File: src/rtl/layer_seq_pkg.sv
// layer_seq_pkg: shared types and encodings for the layer sequencer.
//   layer_type_e  - descriptor layer type as it arrives on desc_type
//   CS_*          - comp_sel codes understood by buffer_pea_mux
//   AB_*          - aybz_azby ping-pong mode codes
//   seq_state_e   - sequencer FSM states
//   desc_hdr_t    - descriptor control fields (the cfg word is appended
//                   by the sequencer because its width is a parameter)
package layer_seq_pkg;

    typedef enum logic [1:0] {
        LT_INVALID = 2'b00,
        LT_CONV    = 2'b01,
        LT_DENSE   = 2'b10,
        LT_POOL    = 2'b11
    } layer_type_e;

    localparam logic [2:0] CS_IDLE  = 3'b000;
    localparam logic [2:0] CS_CONV  = 3'b001;
    localparam logic [2:0] CS_DENSE = 3'b010;
    localparam logic [2:0] CS_POOL  = 3'b011;

    localparam logic [1:0] AB_AYBZ = 2'b01;
    localparam logic [1:0] AB_AZBY = 2'b00;
    localparam logic [1:0] AB_AYAZ = 2'b11;
    localparam logic [1:0] AB_BYBZ = 2'b10;

    typedef enum logic [2:0] {
        S_IDLE,
        S_SETUP,
        S_START,
        S_RUN,
        S_NEXT
    } seq_state_e;

    typedef struct packed {
        layer_type_e dtype;
        logic        last;
    } desc_hdr_t;

    function automatic logic [2:0] type_to_sel(input layer_type_e t);
        case (t)
            LT_CONV:  return CS_CONV;
            LT_DENSE: return CS_DENSE;
            LT_POOL:  return CS_POOL;
            default:  return CS_IDLE;
        endcase
    endfunction

endpackage

File: src/rtl/layer_desc_fifo.sv
// layer_desc_fifo: synchronous FIFO holding queued layer descriptors.
//   clk, rst          - clock, synchronous active-high reset (pointers/count)
//   push, wr_data     - write request; ignored while full
//   pop               - read request; ignored while empty
//   rd_data           - head entry (valid while !empty)
//   full, empty, count- occupancy, all derived from the registered count
module layer_desc_fifo #(
    parameter int DEPTH = 4,
    parameter int WIDTH = 8
) (
    input  logic                     clk,
    input  logic                     rst,
    input  logic                     push,
    input  logic [WIDTH-1:0]         wr_data,
    input  logic                     pop,
    output logic [WIDTH-1:0]         rd_data,
    output logic                     full,
    output logic                     empty,
    output logic [$clog2(DEPTH):0]   count
);
    localparam int AW = $clog2(DEPTH);
    localparam int CW = AW + 1;

    logic [WIDTH-1:0] mem [DEPTH];
    logic [AW-1:0]    wr_ptr;
    logic [AW-1:0]    rd_ptr;
    logic             do_push;
    logic             do_pop;

    // Full is judged on the registered count, so a pop in the same cycle
    // does not open a slot until the next cycle.
    assign full    = (count == CW'(DEPTH));
    assign empty   = (count == '0);
    assign do_push = push && !full;
    assign do_pop  = pop && !empty;
    assign rd_data = mem[rd_ptr];

    always_ff @(posedge clk) begin
        if (rst) begin
            wr_ptr <= '0;
            rd_ptr <= '0;
            count  <= '0;
        end else begin
            // DEPTH is a power of two, so the pointers wrap naturally.
            if (do_push) wr_ptr <= wr_ptr + AW'(1);
            if (do_pop)  rd_ptr <= rd_ptr + AW'(1);
            case ({do_push, do_pop})
                2'b10:   count <= count + CW'(1);
                2'b01:   count <= count - CW'(1);
                default: count <= count;
            endcase
        end
    end

    always_ff @(posedge clk) begin
        if (do_push) mem[wr_ptr] <= wr_data;
    end

endmodule

File: src/rtl/layer_sequencer.sv
// layer_sequencer: runs queued layer descriptors one at a time, steering
// buffer_pea_mux and pulsing the matching engine start.
//   desc_valid/desc_ready/desc_type/desc_cfg/desc_last - descriptor input
//   start_conv/start_dense/start_pool - one-cycle engine starts
//   done_conv/done_dense/done_pool    - engine completion pulses
//   cfg_out    - current layer configuration
//   comp_sel   - mux computation select
//   aybz_azby  - mux ping-pong mode {is_dense, ping}
//   busy, net_done, err, layer_cnt    - status
// All outputs are registered.
module layer_sequencer
    import layer_seq_pkg::*;
#(
    parameter int DEPTH = 4,
    parameter int CFG_W = 32,
    parameter int CNT_W = 8
) (
    input  logic             clk,
    input  logic             rst,
    input  logic             desc_valid,
    output logic             desc_ready,
    input  logic [1:0]       desc_type,
    input  logic [CFG_W-1:0] desc_cfg,
    input  logic             desc_last,
    output logic             start_conv,
    output logic             start_dense,
    output logic             start_pool,
    output logic [CFG_W-1:0] cfg_out,
    input  logic             done_conv,
    input  logic             done_dense,
    input  logic             done_pool,
    output logic [2:0]       comp_sel,
    output logic [1:0]       aybz_azby,
    output logic             busy,
    output logic             net_done,
    output logic             err,
    output logic [CNT_W-1:0] layer_cnt
);
    typedef struct packed {
        desc_hdr_t        hdr;
        logic [CFG_W-1:0] cfg;
    } desc_t;

    desc_t                 wr_desc;
    desc_t                 head;
    logic                  fifo_full;
    logic                  fifo_empty;
    logic [$clog2(DEPTH):0] fifo_count;
    logic                  pop;

    seq_state_e  state_q, state_d;
    layer_type_e cur_type;
    logic        cur_last;
    logic        ping_q, ping_d;
    logic        bad_type;
    logic        active;
    logic        done_sel;
    logic        done_stray;

    assign wr_desc.hdr.dtype = layer_type_e'(desc_type);
    assign wr_desc.hdr.last  = desc_last;
    assign wr_desc.cfg       = desc_cfg;
    assign desc_ready        = !fifo_full;

    layer_desc_fifo #(
        .DEPTH (DEPTH),
        .WIDTH ($bits(desc_t))
    ) u_fifo (
        .clk     (clk),
        .rst     (rst),
        .push    (desc_valid),
        .wr_data (wr_desc),
        .pop     (pop),
        .rd_data (head),
        .full    (fifo_full),
        .empty   (fifo_empty),
        .count   (fifo_count)
    );

    assert property (@(posedge clk) disable iff (rst) fifo_empty == (fifo_count == '0));

    // An engine counts as selected only while its layer is in flight; any
    // other done pulse is stray.
    assign active     = (state_q == S_SETUP) || (state_q == S_START) || (state_q == S_RUN);
    assign done_sel   = (cur_type == LT_CONV  && done_conv)  ||
                        (cur_type == LT_DENSE && done_dense) ||
                        (cur_type == LT_POOL  && done_pool);
    assign done_stray = (done_conv  && !(active && cur_type == LT_CONV))  ||
                        (done_dense && !(active && cur_type == LT_DENSE)) ||
                        (done_pool  && !(active && cur_type == LT_POOL));

    always_ff @(posedge clk) begin
        if (rst) state_q <= S_IDLE;
        else     state_q <= state_d;
    end

    always_comb begin
        state_d  = state_q;
        pop      = 1'b0;
        bad_type = 1'b0;
        ping_d   = ping_q;
        case (state_q)
            S_IDLE: begin
                if (!fifo_empty) begin
                    pop = 1'b1;
                    if (head.hdr.dtype == LT_INVALID) bad_type = 1'b1;
                    else                              state_d  = S_SETUP;
                end
            end
            S_SETUP: state_d = S_START;
            // A done landing in the START cycle itself is honoured.
            S_START, S_RUN: state_d = done_sel ? S_NEXT : S_RUN;
            S_NEXT: begin
                state_d = S_IDLE;
                ping_d  = cur_last ? 1'b1 : !ping_q;
            end
            default: state_d = S_IDLE;
        endcase
    end

    // Outputs are registered from the next state so they line up with it.
    always_ff @(posedge clk) begin
        if (rst) begin
            cur_type    <= LT_INVALID;
            cur_last    <= 1'b0;
            cfg_out     <= '0;
            ping_q      <= 1'b1;
            comp_sel    <= CS_IDLE;
            aybz_azby   <= AB_AYBZ;
            start_conv  <= 1'b0;
            start_dense <= 1'b0;
            start_pool  <= 1'b0;
            busy        <= 1'b0;
            net_done    <= 1'b0;
            err         <= 1'b0;
            layer_cnt   <= '0;
        end else begin
            ping_q <= ping_d;
            if (state_d == S_SETUP) begin
                cur_type  <= head.hdr.dtype;
                cur_last  <= head.hdr.last;
                cfg_out   <= head.cfg;
                comp_sel  <= type_to_sel(head.hdr.dtype);
                aybz_azby <= {head.hdr.dtype == LT_DENSE, ping_q};
            end else if (state_d == S_IDLE || state_d == S_NEXT) begin
                comp_sel  <= CS_IDLE;
                aybz_azby <= {1'b0, ping_d};
            end
            start_conv  <= (state_q == S_SETUP) && (cur_type == LT_CONV);
            start_dense <= (state_q == S_SETUP) && (cur_type == LT_DENSE);
            start_pool  <= (state_q == S_SETUP) && (cur_type == LT_POOL);
            busy        <= (state_d == S_SETUP) || (state_d == S_START) || (state_d == S_RUN);
            net_done    <= (state_q == S_NEXT) && cur_last;
            err         <= err || bad_type || done_stray;
            // Count clears the cycle after net_done so it reads the total once.
            if (state_q == S_NEXT) layer_cnt <= layer_cnt + CNT_W'(1);
            else if (net_done)     layer_cnt <= '0;
        end
    end

endmodule

File: config.mk
export PLATFORM = sky130hd
export DESIGN_NAME = layer_sequencer
export DESIGN_NICKNAME = d
export VERILOG_FILES = /design/src/rtl/layer_seq_pkg.sv /design/src/rtl/layer_desc_fifo.sv /design/src/rtl/layer_sequencer.sv
export SDC_FILE = /design/constraint.sdc
export NUM_CORES = 1
export LEC_CHECK = 0
export CORE_AREA = 2 2 137 139
export DETAILED_ROUTE_END_ITERATION = 12
export DIE_AREA = 0 0 139 141
export GPL_ROUTABILITY_DRIVEN = 0
export PLACE_DENSITY = 0.67
export SYNTH_ARGS = -nofsm -noshare
export SYNTH_HDL_FRONTEND = slang
export SYNTH_HIERARCHICAL = 1
export SYNTH_SLANG_ARGS = --single-unit
File: constraint.sdc
create_clock -name clk -period 2.3 [get_ports clk]
set_input_delay 0.69 -clock clk [delete_from_list [all_inputs] [get_ports clk]]
set_output_delay 0.69 -clock clk [all_outputs]
set_load 0.03 [all_outputs]
* Word-level counts from Yosys, hierarchy flattened *
Memory sizes are Yosys's and may differ from the RTL's. A register that Yosys moved wholly into a read port is not among the register bits.
Index checks and enable logic that the tools add are counted.
W data, S select, Z words.

storage, ports and cells
  flip-flop bits (word level) = 65
  memory bits (writable) = 140
  input bits = 41
  output and inout bits = 52
  logic and storage cells = 103
  memories = 1

operators by class
  $add $sub $neg = 5
  equality and inequality tests = 17
  mux-type cells = 23
  reductions and logical operators = 40

memories
  memory      words  bits a word  read ports  clocked after Yosys merged registers in  wr ports  line                   text
  u_fifo.mem  4      35           1           1                                        1         layer_desc_fifo.sv:24  logic [WIDTH-1:0] mem [DEPTH];

operator list
  kind                   count
  $mux W8                2
  $logic_and A1 B1 Y1    15
  $mux W3                5
  $eq A3 B2 Y1 const B   4
  $logic_or A1 B1 Y1     11
  $eq A2 B2 Y1 const B   5
  $eq A3 B3 Y1 const B   3
  $logic_not A3 Y1       3
  $mux W1                9
  $pmux W3 S3            1
  $add A8 B1 Y8 const B  1
  $mux W2                4
  $eq A2 B1 Y1 const B   3
  $eq A3 B1 Y1 const B   2
  $logic_not A1 Y1       6
  $pmux W2 S3            1
  $pmux W3 S2            1
  $reduce_bool A2 Y1     3
  $add A2 B1 Y2 const B  2
  $add A3 B1 Y3 const B  1
  $sub A3 B1 Y3 const B  1
  $logic_not A2 Y1       1
  $reduce_or A2 Y1       1

* Longest topological paths before layout *
  depth in word-level cells = 10
  gate-level depth with buffers = 10
  depth with buffers taken out = 10

* Cells and area by module *
The synthesis kept the hierarchy.

modules (own cells, without submodules)
  module           instances  cells an instance  area each (um^2)  seq. area each (um^2)
  layer_desc_fifo  1          237                5577.8            4384.2
  layer_sequencer  1          261                2205.9            1141.1

* Least setup slack after synthesis *
Ideal clock, no wire load.

  path type = input-to-reg
  from = input desc_valid
  to = memory u_fifo/mem[2][0] in the netlist's numbering, enable pin
  setup time = 395 ps
  arrival time = 1874 ps
  required time = 1905 ps
  setup slack = 31 ps
  stages on the path = 3
  path buffers = 0
  path through = inv_1 nor2_1 and2_1

on the way
  cells in the longest elaborated chain, start to end = 3

ends and longest elaborated chain
  what                           line                   text
  from (decl)                    layer_sequencer.sv:20  input logic desc_valid,
  $logic_and A1 B1 Y1            layer_desc_fifo.sv:34  assign do_push = push && !full;
  $mux W1                        layer_desc_fifo.sv:56  if (do_push) mem[wr_ptr] <= wr_data;
  $mux W1 (implied by the code)  layer_desc_fifo.sv:56
  to (decl)                      layer_desc_fifo.sv:24

No other way between the ends.

* Worst setup path in the final report *
  from = register cfg_out[4]
  to = output cfg_out[4]

RTL lines
  what                    line                    text
  from (decl)             layer_sequencer.sv:28   output logic [CFG_W-1:0] cfg_out,
  from (signal assigned)  layer_sequencer.sv:142  cfg_out <= head.cfg;

No word-level cell between the ends.

==> flow_summary.json <==
{
  "status": "complete, no violations",
  "ys_seq_area_share_pct": 70.99,
  "ioPinCount": 93,
  "hold_path_class": "reg2reg",
  "cts_sinks": 206,
  "critPathLaunchType": "flop",
  "synth_seq_cells": 206,
  "htreeDepth": 1,
  "relSlewSlack_pct": 66.01,
  "layout_setup_ws_ns": 0.04737,
  "grt_first_pass_wirelength_um": 24650,
  "fmax_ghz": 0.4439,
  "yosys.area.top_type": "edfxtp_1",
  "p_leak_uw": 0.003399,
  "dp_hpwl_um": 10180,
  "cp-end-kind": "output port",
  "crit_buf_inv": 1,
  "crit_family": "buffers and inverters",
  "chipWidth_um": 139,
  "totalWireLength_um": 15560,
  "ys_types": 48,
  "cp_max_fo": 2,
  "hold_violations": 0,
  "io_buffers": 91,
  "required_ns": 1.61,
  "core_area_um2": 18270,
  "die_h_um": 141,
  "synth_area_um2": 7784,
  "grtUsageTotal_pct": 15.94,
  "antenna_found_initial": 1,
  "fin_tns_setup_ns": 0,
  "setup-violations-final": 0,
  "peakVddDrop_mv": 0.6737,
  "post_cts_buffers": 0,
  "placed_cells": 825,
  "grt-ovfl-total": 0,
  "post-route-period-util_pct": 97.94,
  "synth_area_leaders": "edfxtp_1 54%, dfxtp_1 17%, mux4_2 8.7%",
  "synth_top_area_share_pct": 54.01,
  "dr.pass1.iters": 4,
  "avgViaCountPerCell": 5.219,
  "power.total_uw": 11000,
  "cp_slowest_cell": "clkdlybuf4s50_1",
  "crit_path_cell_trace": "clkdlybuf4s50_1",
  "grt_start_max_net_pins": 34,
  "drive_above_1_share_pct": 17.59,
  "post-place-ws_ns": -0.2899,
  "grt_pass1_vias": 4599,
  "cts_buffer_depth": 3,
  "p_per_area_nw_per_um2": 1115,
  "final_cells": 866,
  "layout_commonest_cell": "edfxtp_1",
  "clockRootBuffer": "clkbuf_16",
  "min_period_ns": 2.253,
  "slew_violations": 0,
  "initial_utilization_pct": 42.61,
  "synth_nets": 546,
  "syn_to_final_growth_pct": 26.75,
  "num-nets-final": 663,
  "path_clk_slew_ns": 0.06,
  "vias": 4520,
  "wire_per_inst_um": 17.97,
  "cp.arrival_ns": 1.56,
  "drc": 0,
  "final_cell_mix": "140 x edfxtp_1, 83 x clkdlybuf4s50_1, 79 x nand2_1",
  "whs_ns": 0.4539,
  "insertion_delay_ns": 0.49,
  "netlist_instances": 498,
  "yosysWarningCount": 6,
  "num_rows": 50,
  "worst_path_largest_cell_delay_ns": 0.70,
  "fin_skew_ns": 0.01407,
  "tightestPinTransition_ns": 0.5059,
  "crit_type": "reg2out",
  "fp.dieArea_um2": 19600,
  "cts_tree": "yes",
  "synth_area_per_cell_um2": 15.63,
  "maxCapViolCount": 0,
  "drt_iter0_markers": 299,
  "antenna_left": 0,
  "numCtsBuffers": 22,
  "rsz0062_at_grt": "yes"
}
-- repair_timing --
action | 4_1_cts | 5_1_grt
setup endpoints to repair | 3 | 7
gates resized for setup | 4 | 10
hold buffers | 0 | 0
-- flip-flops by register name (all words and copies together) (netlist names), 2 cells and up, named ones only --
signal,count
u_fifo/count,3
state_q,3
comp_sel,2
cur_type,2
layer_cnt,8
u_fifo/rd_ptr,2
cfg_out,32
u_fifo/mem,140
aybz_azby,2
u_fifo/wr_ptr,2
-- metrics by stage --
| stage | cell area, um^2 | utilization (%) |
|---|---|---|
| after floorplan | 7784 | - |
| after global placement | 9126 | 49.96 |
| after detailed placement | 9126 | 49.96 |
| after CTS | 9839 | 53.86 |
| after global routing | 9863 | 53.99 |
| final | 9866 | 54.01 |
-- cell usage after synthesis (all sizes together) --
master   number
edfxtp      140
nand2        79
dfxtp        66
a21oi        51
mux4         35
buf          16
nor2         16
clkbuf       11
inv           9
o21ai         9
and2          6
ha            6
or3           5
mux2i         4
nand3b        4
xor2          4
nand2b        3
nand3         3
nor3          3
nor3b         3
a221oi        2
and3          2
and3b         2
nor4b         2
o31ai         2
or3b          2
a2bb2oi       1
a311oi        1
a31oi         1
and4b         1
conb          1
fa            1
mux2          1
nor2b         1
nor4          1
o21bai        1
o22ai         1
or2           1
or4           1
-- logic make-up after synthesis --
kind of cell,count (synthesis),synth area share [%]
AOI/OAI and AO/OA,69,4.887
xor gates and xnor gates,4,0.4500
adders and majority gates,7,1.222
buffers and inverters,36,2.845
DFF,206,70.99
muxes,40,11.03
other,1,0.04818
and+or+nand+nor,135,8.536
-- metal layers --
layer	global-route usage, %	vias to the layer above	wire length [um]
li1	-	2095	-
met1	20.03	2275	6446
met2	28.68	131	7996
met3	2.717	19	889
met4	4.359	0	231
met5	0	-	0
-- final timing paths --
| path | from | to | slack, ns | cells past startpoint |
|---|---|---|---|---|
| max reg2reg | u_fifo/count[0] | u_fifo/count[2] | 0.15 | 10 |
| min reg2reg | cfg_out[29] | cfg_out[29] | 0.45 | 2 |
| max | cfg_out[4] | cfg_out[4] | 0.05 | 1 |
| min | cfg_out[29] | cfg_out[29] | 0.45 | 2 |
-- final cells by class --
class | count | area, um^2
Antenna cell | 1 | 2.502
Clock buffer | 33 | 643.1
Clock inverter | 7 | 67.56
Fill cell | 1479 | 8402
Inverter | 9 | 33.78
Multi-Input combinational cell | 256 | 2072
Sequential cell | 206 | 5537
Tap cell | 234 | 292.8
Timing Repair Buffer | 120 | 1217
-- power breakdown --
| part | internal, uW | total, uW | leakage [uW] | switching (uW) |
|---|---|---|---|---|
| Clock | 2050 | 3420 | 0.000343 | 1370 |
| Combinational | 1180 | 2820 | 0.00123 | 1640 |
| Sequential | 4500 | 4760 | 0.00183 | 263 |
No activity file was read; power rests on OpenSTA's default activity.
